**src/rtl/hazard_ctrl.sv**
```systemverilog
// Stall/flush controller for the 5-stage pipeline: E/M destination scoreboard,
// mult/div busy counter and a running count of stall cycles.
module hazard_ctrl #(
    parameter int MULT_CYCLES = 5,
    parameter int DIV_CYCLES  = 10,
    parameter int CNT_W       = 4
) (
    input  logic        clk,
    input  logic        rst,
    input  logic [4:0]  d_rs,
    input  logic [4:0]  d_rt,
    input  logic [1:0]  d_tuse_rs,
    input  logic [1:0]  d_tuse_rt,
    input  logic [4:0]  d_dst,
    input  logic [1:0]  d_tnew,
    input  logic        d_md_use,
    input  logic        d_md_start,
    input  logic        d_md_div,
    output logic        stall,
    output logic        flush_e,
    output logic        md_busy,
    output logic [31:0] stall_cnt
);

    localparam logic [CNT_W-1:0] MULT_LD = CNT_W'(MULT_CYCLES);
    localparam logic [CNT_W-1:0] DIV_LD  = CNT_W'(DIV_CYCLES);

    logic [4:0]       e_dst;
    logic [4:0]       m_dst;
    logic [1:0]       e_tnew;
    logic [1:0]       m_tnew;
    logic [CNT_W-1:0] busy_cnt;
    logic             hazard_rs;
    logic             hazard_rt;
    logic             md_stall;

    // W-stage writers are already forwardable, so only E and M are checked.
    always_comb begin
        hazard_rs = (d_rs != 5'd0) &&
                    (((e_dst == d_rs) && (e_tnew > d_tuse_rs)) ||
                     ((m_dst == d_rs) && (m_tnew > d_tuse_rs)));
        hazard_rt = (d_rt != 5'd0) &&
                    (((e_dst == d_rt) && (e_tnew > d_tuse_rt)) ||
                     ((m_dst == d_rt) && (m_tnew > d_tuse_rt)));
        md_busy   = (busy_cnt != '0);
        md_stall  = d_md_use && md_busy;
        stall     = hazard_rs || hazard_rt || md_stall;
        flush_e   = stall;
    end

    always_ff @(posedge clk) begin
        if (rst) begin
            e_dst     <= 5'd0;
            e_tnew    <= 2'd0;
            m_dst     <= 5'd0;
            m_tnew    <= 2'd0;
            busy_cnt  <= '0;
            stall_cnt <= 32'd0;
        end else begin
            m_dst  <= e_dst;
            m_tnew <= (e_tnew == 2'd0) ? 2'd0 : e_tnew - 2'd1;
            if (stall) begin
                e_dst  <= 5'd0;
                e_tnew <= 2'd0;
            end else begin
                e_dst  <= d_dst;
                e_tnew <= d_tnew;
            end

            // A stalled start never loads; a start while busy is always stalled.
            if (!stall && d_md_start)
                busy_cnt <= d_md_div ? DIV_LD : MULT_LD;
            else if (busy_cnt != '0)
                busy_cnt <= busy_cnt - 1'b1;

            if (stall)
                stall_cnt <= stall_cnt + 32'd1;
        end
    end

endmodule

```
**config.mk**
```make
export PLATFORM = sky130hd
export DESIGN_NAME = hazard_ctrl
export DESIGN_NICKNAME = d
export VERILOG_FILES = /design/src/rtl/hazard_ctrl.sv
export SDC_FILE = /design/constraint.sdc
export NUM_CORES = 1
export LEC_CHECK = 0
export CORE_UTILIZATION = 52
export DETAILED_ROUTE_END_ITERATION = 10
export PLACE_DENSITY = 0.91
export SLEW_MARGIN = 20
export SYNTH_ARGS = -nofsm -noshare
export SYNTH_HDL_FRONTEND = slang
export SYNTH_SLANG_ARGS = --single-unit
```
**constraint.sdc**
```tcl
create_clock -name clk -period 2.7 [get_ports clk]
set_input_delay 0.27 -clock clk [delete_from_list [all_inputs] [get_ports clk]]
set_output_delay 0.27 -clock clk [all_outputs]
set_load 0.05 [all_outputs]
```
Yosys cells after proc, flatten, opt, wreduce, memory -nomap -nowiden
Index checks and enable logic that the tools add are counted.

operators by class
  equal/unequal tests = 4
  $add $sub $neg = 3
  mux-type cells = 3
  reduce and logical (&&, ||, !) cells = 20
  magnitude comparators = 4

operators by type and width
  operator                                           number
  adder 32 x 1 -> 32 bit (second input constant)     1
  == test 5 bit                                      4
  two-way mux 4 bit                                  3
  nonzero test 5 bit                                 2
  > comparator 2 bit                                 4
  logical AND 1 bit                                  8
  logical OR 1 bit                                   4
  nonzero test 4 bit                                 1
  OR reduction 2 bit                                 2
  subtractor 4 x 1 -> 4 bit (second input constant)  1
  logical NOT 2 bit                                  1
  nonzero test 2 bit                                 1
  subtractor 2 x 1 -> 2 bit (second input constant)  1
  logical NOT 1 bit                                  1

storage, ports and cells
  register bits = 50
  word-level logic and storage cells = 40
  input bits = 26
  output and inout port bits = 35

Logic depth before layout (Yosys ltp)
Gate-level depths: netlist of run 1.

  depth in word-level cells = 9
  mapped depth = 9
  mapped depth without buffers = 8

Worst setup path after synthesis of run 1
OpenSTA, ideal clock, no wires.

  kind = reg-to-reg
  from = register stall_cnt[5]
  to = register stall_cnt[21]
  setup slack = 0.089 ns
  library setup time = 0.123 ns
  stages on the path, launching flop included = 9
  clock period less this slack = 2.611 ns
  data arrival time = 2.487 ns
  required time = 2.577 ns
  path buffers = 2
  cells stage by stage = dfxtp_1 > and4_4 > and3_1 > buf_4 > and3_1 > buf_4 > or3b_1 > a311oi_2 > mux2_1

between the ends
  word-level cells in the longest chain between the ends = 1

ends and longest elaborated chain
  item                      line  source
  start: declaration        22    output logic [31:0] stall_cnt
  start signal: assignment  77    stall_cnt <= stall_cnt + 32'd1;
  adder 32 x 1 -> 32 bit    77

No other way between the ends.
A chain may end at the register's enable or synchronous reset.

Final worst setup path of run 1
  from = input d_tuse_rt[1]
  to = output flush_e

between the ends
  word-level cells in the longest chain between the ends = 6
  elaborated cells between the ends (all ways) = 8
  those cells by class = order compare (2); reduce/logical (6)

ends and longest elaborated chain
  item                                          line    source
  start: declaration                            13      input logic [1:0] d_tuse_rt,
  > comparator 2 bit, on equally long branches  43, 44
  logical AND 1 bit, on equally long branches   43, 44
  logical OR 1 bit (*)                          43      (((e_dst == d_rt) && (e_tnew > d_tuse_rt)) ||
  logical AND 1 bit (*)                         42      hazard_rt = (d_rt != 5'd0) &&
  logical OR 1 bit (*) (2 in a row)             47      stall = hazard_rs || hazard_rt || md_stall;
  end: declaration                              20      output logic flush_e,

Every way passes the cells marked *; elsewhere a longest branch is shown, timed or not.

==> qor.txt, run 1 <==
standby leakage power: 1.50 nW
number of primary I/O pins: 61
Std-Cell Rows: 27
switching power: 798 uW
Detailed Route Iter0 Violations: 367
CP top delay family: buffers and inverters
worst-case headroom to the max-slew limit: 48.0%
Slowest Stage Delay on Critical Path: 450 ps
Worst VDD drop: 589 uV
effective utilization at floorplan: 54.8%
core region area: 5610 um2
count of clock tree sinks: 50
final worst path period need: 2610 ps
initial antenna violation count: 0
area share of xor/xnor cells in the synthesized design: 6.27%
Bufs on Longest Clock Path: 2
clock-pin slew of the registers on the worst-case setup and hold paths: 100 ps
outcome: completed
antenna-violating nets left: 0
Area contributors post-synth: dfxtp_1, mux2_2, nor2b_1
TritonCTS clock tree: done
post-synthesis adder-cell area fraction: 4.89%
number of endpoints failing setup at the final stage: 0
relative area change from synthesis to final layout: 29.7%
vias: 2882
count of distinct cell types in the synthesized netlist: 45
I/O Buffers: 60
global placement routability congestion: 0.839
first-pass GRT wire length: 12.4 mm
post-synth top area share: 32.6%
number of global-route vias before repair: 2703
worst endpoint data arrival time: 2340 ps
part of the power in the clock network: 22.4%
critical path type: in2out
global route overflow: 0
largest net degree at the start of global routing: 84
height of the die: 78.9 um
Post-synth EDFFs: 0
Via density: 5.93
Seq/Total Area, Yosys: 32.6%
Num CTS Buffers: 5
sw frac: 38.0%
total of warnings raised by yosys: 0
CP max stage cell: clkdlybuf4s50_1
final non-filler cell total: 486
FILL cells: 421
area taken by flip-flops and latches: 1000 um2
flip-flop and latch count after synthesis: 50
Post-synth top flop: dfxtp_1
number of cells in the design after placement: 476
cell taking the most area after synthesis: dfxtp_1
total buffers and inverters traversed by the critical path: 4
Post-DP Area: 3770 um2
combinational family with the most area after synthesis: simple AND/OR/NAND/NOR gates
largest fanout on the critical path: 28
type of destination of the critical path: output pin
Netlist Area Pre-Place: 3070 um2
DRC viols: 0
final hold violations: 0
die outline width: 78.9 um
period utilisation layout: 96.8%
min setup slack post-route: 85.6 ps
Critical Path Start Type: input pin
Tightest Hold Check Type: reg2reg
overall power consumption: 2.10 mW
multi-input logic area: 1990 um2
worst-path cell chain: clkdlybuf4s50_1 > inv_1 > ha_1 > nand2_1 > nand4_1 > nor4_2 > o22ai_2 > buf_12 > nand3_4 > buf_8
Die Area: 6220 um2
buffer cell driving the clock tree root: clkbuf_8
Final Max Slew Viols: 0
fraction of registers with async set/reset: 0%
total inserted antenna cells: 0
multiplexer share of the synthesized area: 11.9%
number of nets in the final layout: 451
average wire per standard cell: 15.9 um
pre-CTS WS: -207 ps
transition at the pin with the smallest max-transition slack: 780 ps
post-DP HPWL: 5.28 mm
internal cell power: 1.30 mW
Reg power frac: 41.1%
clk_lat worst skew: 320 ps
maximum level of the CTS H-tree: 2
synthesized netlist cell count: 353
Final Skew: 6.13 ps
achievable frequency: 383 MHz
Synthesized Nets: 391
Post-Layout Inst Area: 3990 um2
proportion of layout cells with a drive suffix above 1: 16.2%
fraction of the mapped netlist area in compound gates: 12.0%
Req. time, crit path: 2430 ps
simple-gate area share of the yosys netlist: 27.4%
synthesized area per cell: 8.71 um2
overall routed net length: 7.71 mm
P per Cell Area: 528 nW/um2
# Max-Cap Violations: 0
Comb pwr share: 36.5%
Global Route Usage Sum: 25.1%
iteration count of the initial detailed-routing pass: 5
-- routing by layer --
layer,share of wire (%),vias to the layer above,global-route usage [%],wire (um)
met3,5.8,14,4.94,448
met1,43,1362,31.4,3320
li1,-,1391,-,-
met4,1.7,0,8.18,128
met5,0,-,0,0
met2,50,115,43.1,3820
-- final timing paths --
path	start	to	slack (ps)	cells after the start
worst min-delay path	e_tnew[0]$_SDFF_PP0_	m_tnew[0]$_SDFF_PP0_	460	1
worst min register to register	e_tnew[0]$_SDFF_PP0_	m_tnew[0]$_SDFF_PP0_	460	1
worst max-delay path	d_tuse_rt[1]	flush_e	90	10
worst max register to register	e_tnew[1]$_SDFF_PP0_	stall_cnt[19]$_SDFFE_PP0P_	210	8
-- sequential cells by signal (all words and copies together), names as in the netlist --
signal     count
e_dst          5
busy_cnt       4
m_dst          5
stall_cnt     32
e_tnew         2
m_tnew         2
-- stage by stage --
step	hold slack (ps)	TNS [ps]	util, %
after floorplan	400	0	-
after global placement	414	-1400	67.3
after detailed placement	423	-4070	67.3
after CTS	437	0	69.2
after global routing	471	-12.7	71.1
final	459	0	71.1
-- synth_stat cells, types with 2 or more instances --
library cell   n
dfxtp_1       50
nor3b_1        7
o311a_1        2
o22ai_2        2
and2_1         5
and3_1         3
a21oi_1        6
o22a_1         2
nor2_1        36
a311oi_1      16
nand2b_1       2
mux2_2        28
nand4_1       15
or3_1          2
or2_2          2
mux2i_1        4
a31oi_1        7
clkbuf_1      13
xnor2_1       14
nand3_1       11
xor2_1         8
inv_1         14
nor2b_1       32
buf_4          3
nor3_1         8
and4_1         2
nand2_1       19
or4_1          2
o31ai_1        3
a311o_1        2
ha_1          12
nor4_1         5
buf_2          4
-- area by class of cell --
type,instances,share of cell area [%]
flip-flops and latches,50,25.1
repair buffers,74,18.9
inverters,15,1.41
clock inverters,3,0.659
clock buffers,5,1.73
multi-input cells,267,49.9
well taps,72,2.26
-- what timing repair did --
item                                    4_1_cts  5_1_grt
pin swaps                                     2        2
endpoints found under the setup margin        2        2
gates cloned                                  0        1
setup buffers                                 0        1
hold buffers                                  0        0
resized for setup                             2       12
-- cell families after synthesis --
kind of cell	count (synthesis)
AND/OR/NAND/NOR	155
adder cells (fa/ha/maj)	12
flip-flops	50
buffers and inverters	36
XOR/XNOR	22
multiplexers	33
AO/OA/AOI/OAI	45
-- placed cells by master, fill, tap and decap left out, drive strengths merged, types with 4 or more instances in the layout --
cell type,instances
a21oi,6
a311oi,17
a31oi,7
and2,5
buf,16
clkbuf,6
clkdlybuf4s50,57
dfxtp,50
ha,12
inv,16
mux2,29
mux2i,4
nand2,19
nand3,12
nand4,15
nor2,36
nor2b,32
nor3,8
nor3b,7
nor4,6
xnor2,14
xor2,8
-- power groups by stage --
| stage | clock network, mW | logic [mW] | registers (mW) |
|---|---|---|---|
| final | 0.471 | 0.767 | 0.864 |
| after detailed placement | 0 | 0.711 | 0.879 |
| after global placement | 0 | 0.681 | 0.874 |
| after global routing | 0.513 | 0.837 | 0.872 |
| after floorplan | 0 | 0.473 | 0.896 |
| after CTS | 0.480 | 0.718 | 0.862 |
Power figures use the tool's default switching activity.
==> run 2: changes to the inputs <==
- GPL_ROUTABILITY_DRIVEN: default -> 1
==> results of run 2 <==
Same layout as run 1: the final DEF is identical, and so are final timing and power.
==> run 3: changes to the inputs <==
- CORE_UTILIZATION: 52 -> 56
- PLACE_DENSITY: 0.91 -> default
- PLACE_DENSITY_LB_ADDON: default -> 0.15
- clock period: 2.7 -> 3.15 ns (I/O delays scaled with it)
==> qor.txt, run 3 (synthesized netlist as in run 1, its figures left out) <==
outcome: completed
period utilisation layout: 92.3%
final non-filler cell total: 476
FILL cells: 415
Critical Path Start Type: input pin
proportion of layout cells with a drive suffix above 1: 12.8%
P per Cell Area: 453 nW/um2
post-DP HPWL: 4.95 mm
# Max-Cap Violations: 0
iteration count of the initial detailed-routing pass: 4
Die Area: 5790 um2
RR Endpoint: stall_cnt[31]$_SDFFE_PP0P_
die outline width: 76.1 um
WHS Endpoint: m_tnew[0]$_SDFF_PP0_
antenna-violating nets left: 0
clock-pin slew of the registers on the worst-case setup and hold paths: 90 ps
area taken by flip-flops and latches: 1000 um2
count of clock tree sinks: 50
global route overflow: 0
type of destination of the critical path: output pin
achievable frequency: 344 MHz
I/O Buffers: 60
multi-input logic area: 1920 um2
initial antenna violation count: 0
Req. time, crit path: 2830 ps
worst endpoint data arrival time: 2590 ps
Post-Layout Inst Area: 3790 um2
hold path startpoint: e_tnew[0]$_SDFF_PP0_
DRC viols: 0
worst reg2reg path startpoint: e_tnew[0]$_SDFF_PP0_
TritonCTS clock tree: done
buffer cell driving the clock tree root: clkbuf_8
buffer count from post-CTS setup fixing: 0
Worst VDD drop: 511 uV
standby leakage power: 1.42 nW
worst-case headroom to the max-slew limit: 53.9%
post-cts gate resize count: 0
critical path type: in2out
reg-to-reg setup timing slack: 590 ps
top library cells by usage in the layout, fill and taps aside: clkdlybuf4s50_1, dfxtp_1, nor2_1
Post-DP Area: 3700 um2
RSZ-0062 raised after global routing: false
transition at the pin with the smallest max-transition slack: 685 ps
Std-Cell Rows: 26
total inserted antenna cells: 0
relative area change from synthesis to final layout: 23.5%
hold bufs inserted after CTS: 0
height of the die: 76.1 um
Worst Hold Depth: 1
largest fanout on the critical path: 28
min setup slack post-route: 241 ps
largest register by flop count: stall_cnt
summed negative setup slack over all endpoints: 0 ps
final hold violations: 0
vias: 2758
Num CTS Buffers: 5
Tightest Hold Check Type: reg2reg
maximum level of the CTS H-tree: 2
average wire per standard cell: 14.4 um
pre-CTS WS: 158 ps
Detailed Route Iter0 Violations: 204
number of cells in the design after placement: 468
registers with the highest flip-flop counts: stall_cnt (32), e_dst (5), m_dst (5)
Via density: 5.79
Final Max Slew Viols: 0
Layout Utilization: 72.9%
first-pass GRT wire length: 11.3 mm
number of endpoints failing setup at the final stage: 0
overall routed net length: 6.83 mm
number of primary I/O pins: 61
largest net degree at the start of global routing: 71
global placement routability congestion: 0.864
clk_lat worst skew: 310 ps
R2R cell count: 9
Largest register FFs: 32
number of global-route vias before repair: 2381
most common library cell in the layout ignoring fill and taps: clkdlybuf4s50_1
final worst path period need: 2910 ps
Global Route Usage Sum: 23.8%
Bufs on Longest Clock Path: 2
Final Skew: 12.3 ps
core region area: 5200 um2
effective utilization at floorplan: 59.0%
number of nets in the final layout: 443
[run 3: critical path, cell delays in order]
cell and delay, ps:
clkdlybuf4s50_1 460, inv_1 50, ha_1 300, nand2_1 60
nand4_1 110, nor4_1 450, o22ai_2 140, buf_4 250
nand3_2 210, buf_4 240
[run 3: metrics by stage]
stage | power (mW) | hold slack, ps
after floorplan | 1.17 | 400
after global placement | 1.32 | 432
after detailed placement | 1.34 | 434
after CTS | 1.73 | 450
after global routing | 1.81 | 468
final | 1.72 | 454
[run 3: layout make-up]
| type | count | share of cell area (%) |
|---|---|---|
| inverters | 15 | 1.48 |
| well taps | 70 | 2.31 |
| flip-flops and latches | 50 | 26.4 |
| clock inverters | 1 | 0.132 |
| multi-input cells | 267 | 50.6 |
| clock buffers | 7 | 2.27 |
| repair buffers | 66 | 16.8 |
[run 3: worst max-delay path by stage]
| stage | startpoint | endpoint | slack, ps | depth (start not counted) |
|---|---|---|---|---|
| after floorplan | stall_cnt[5]$_SDFFE_PP0P_ | stall_cnt[21]$_SDFFE_PP0P_ | 540 | 8 |
| after global placement | d_tuse_rs[1] | stall_cnt[20]$_SDFFE_PP0P_ | 250 | 10 |
| after detailed placement | d_tuse_rs[1] | stall_cnt[31]$_SDFFE_PP0P_ | 160 | 10 |
| after CTS | d_tuse_rs[1] | stall | 230 | 10 |
| after global routing | d_tuse_rs[1] | stall | 100 | 10 |
| final | d_tuse_rs[1] | stall | 240 | 10 |
[run 3: layer usage]
layer,part of all wire (%),up-vias,track usage (%)
met2,47,77,39.0
li1,-,1376,-
met5,0,-,0
met4,0.95,0,6.54
met3,5.0,8,3.95
met1,47,1297,32.2
[run 3: power breakdown]
group          internal (mW)  leakage [nW]  switching, mW
logic                  0.233         0.966          0.360
registers              0.686         0.406         0.0543
clock network          0.178        0.0482          0.207
total                   1.10          1.42          0.621
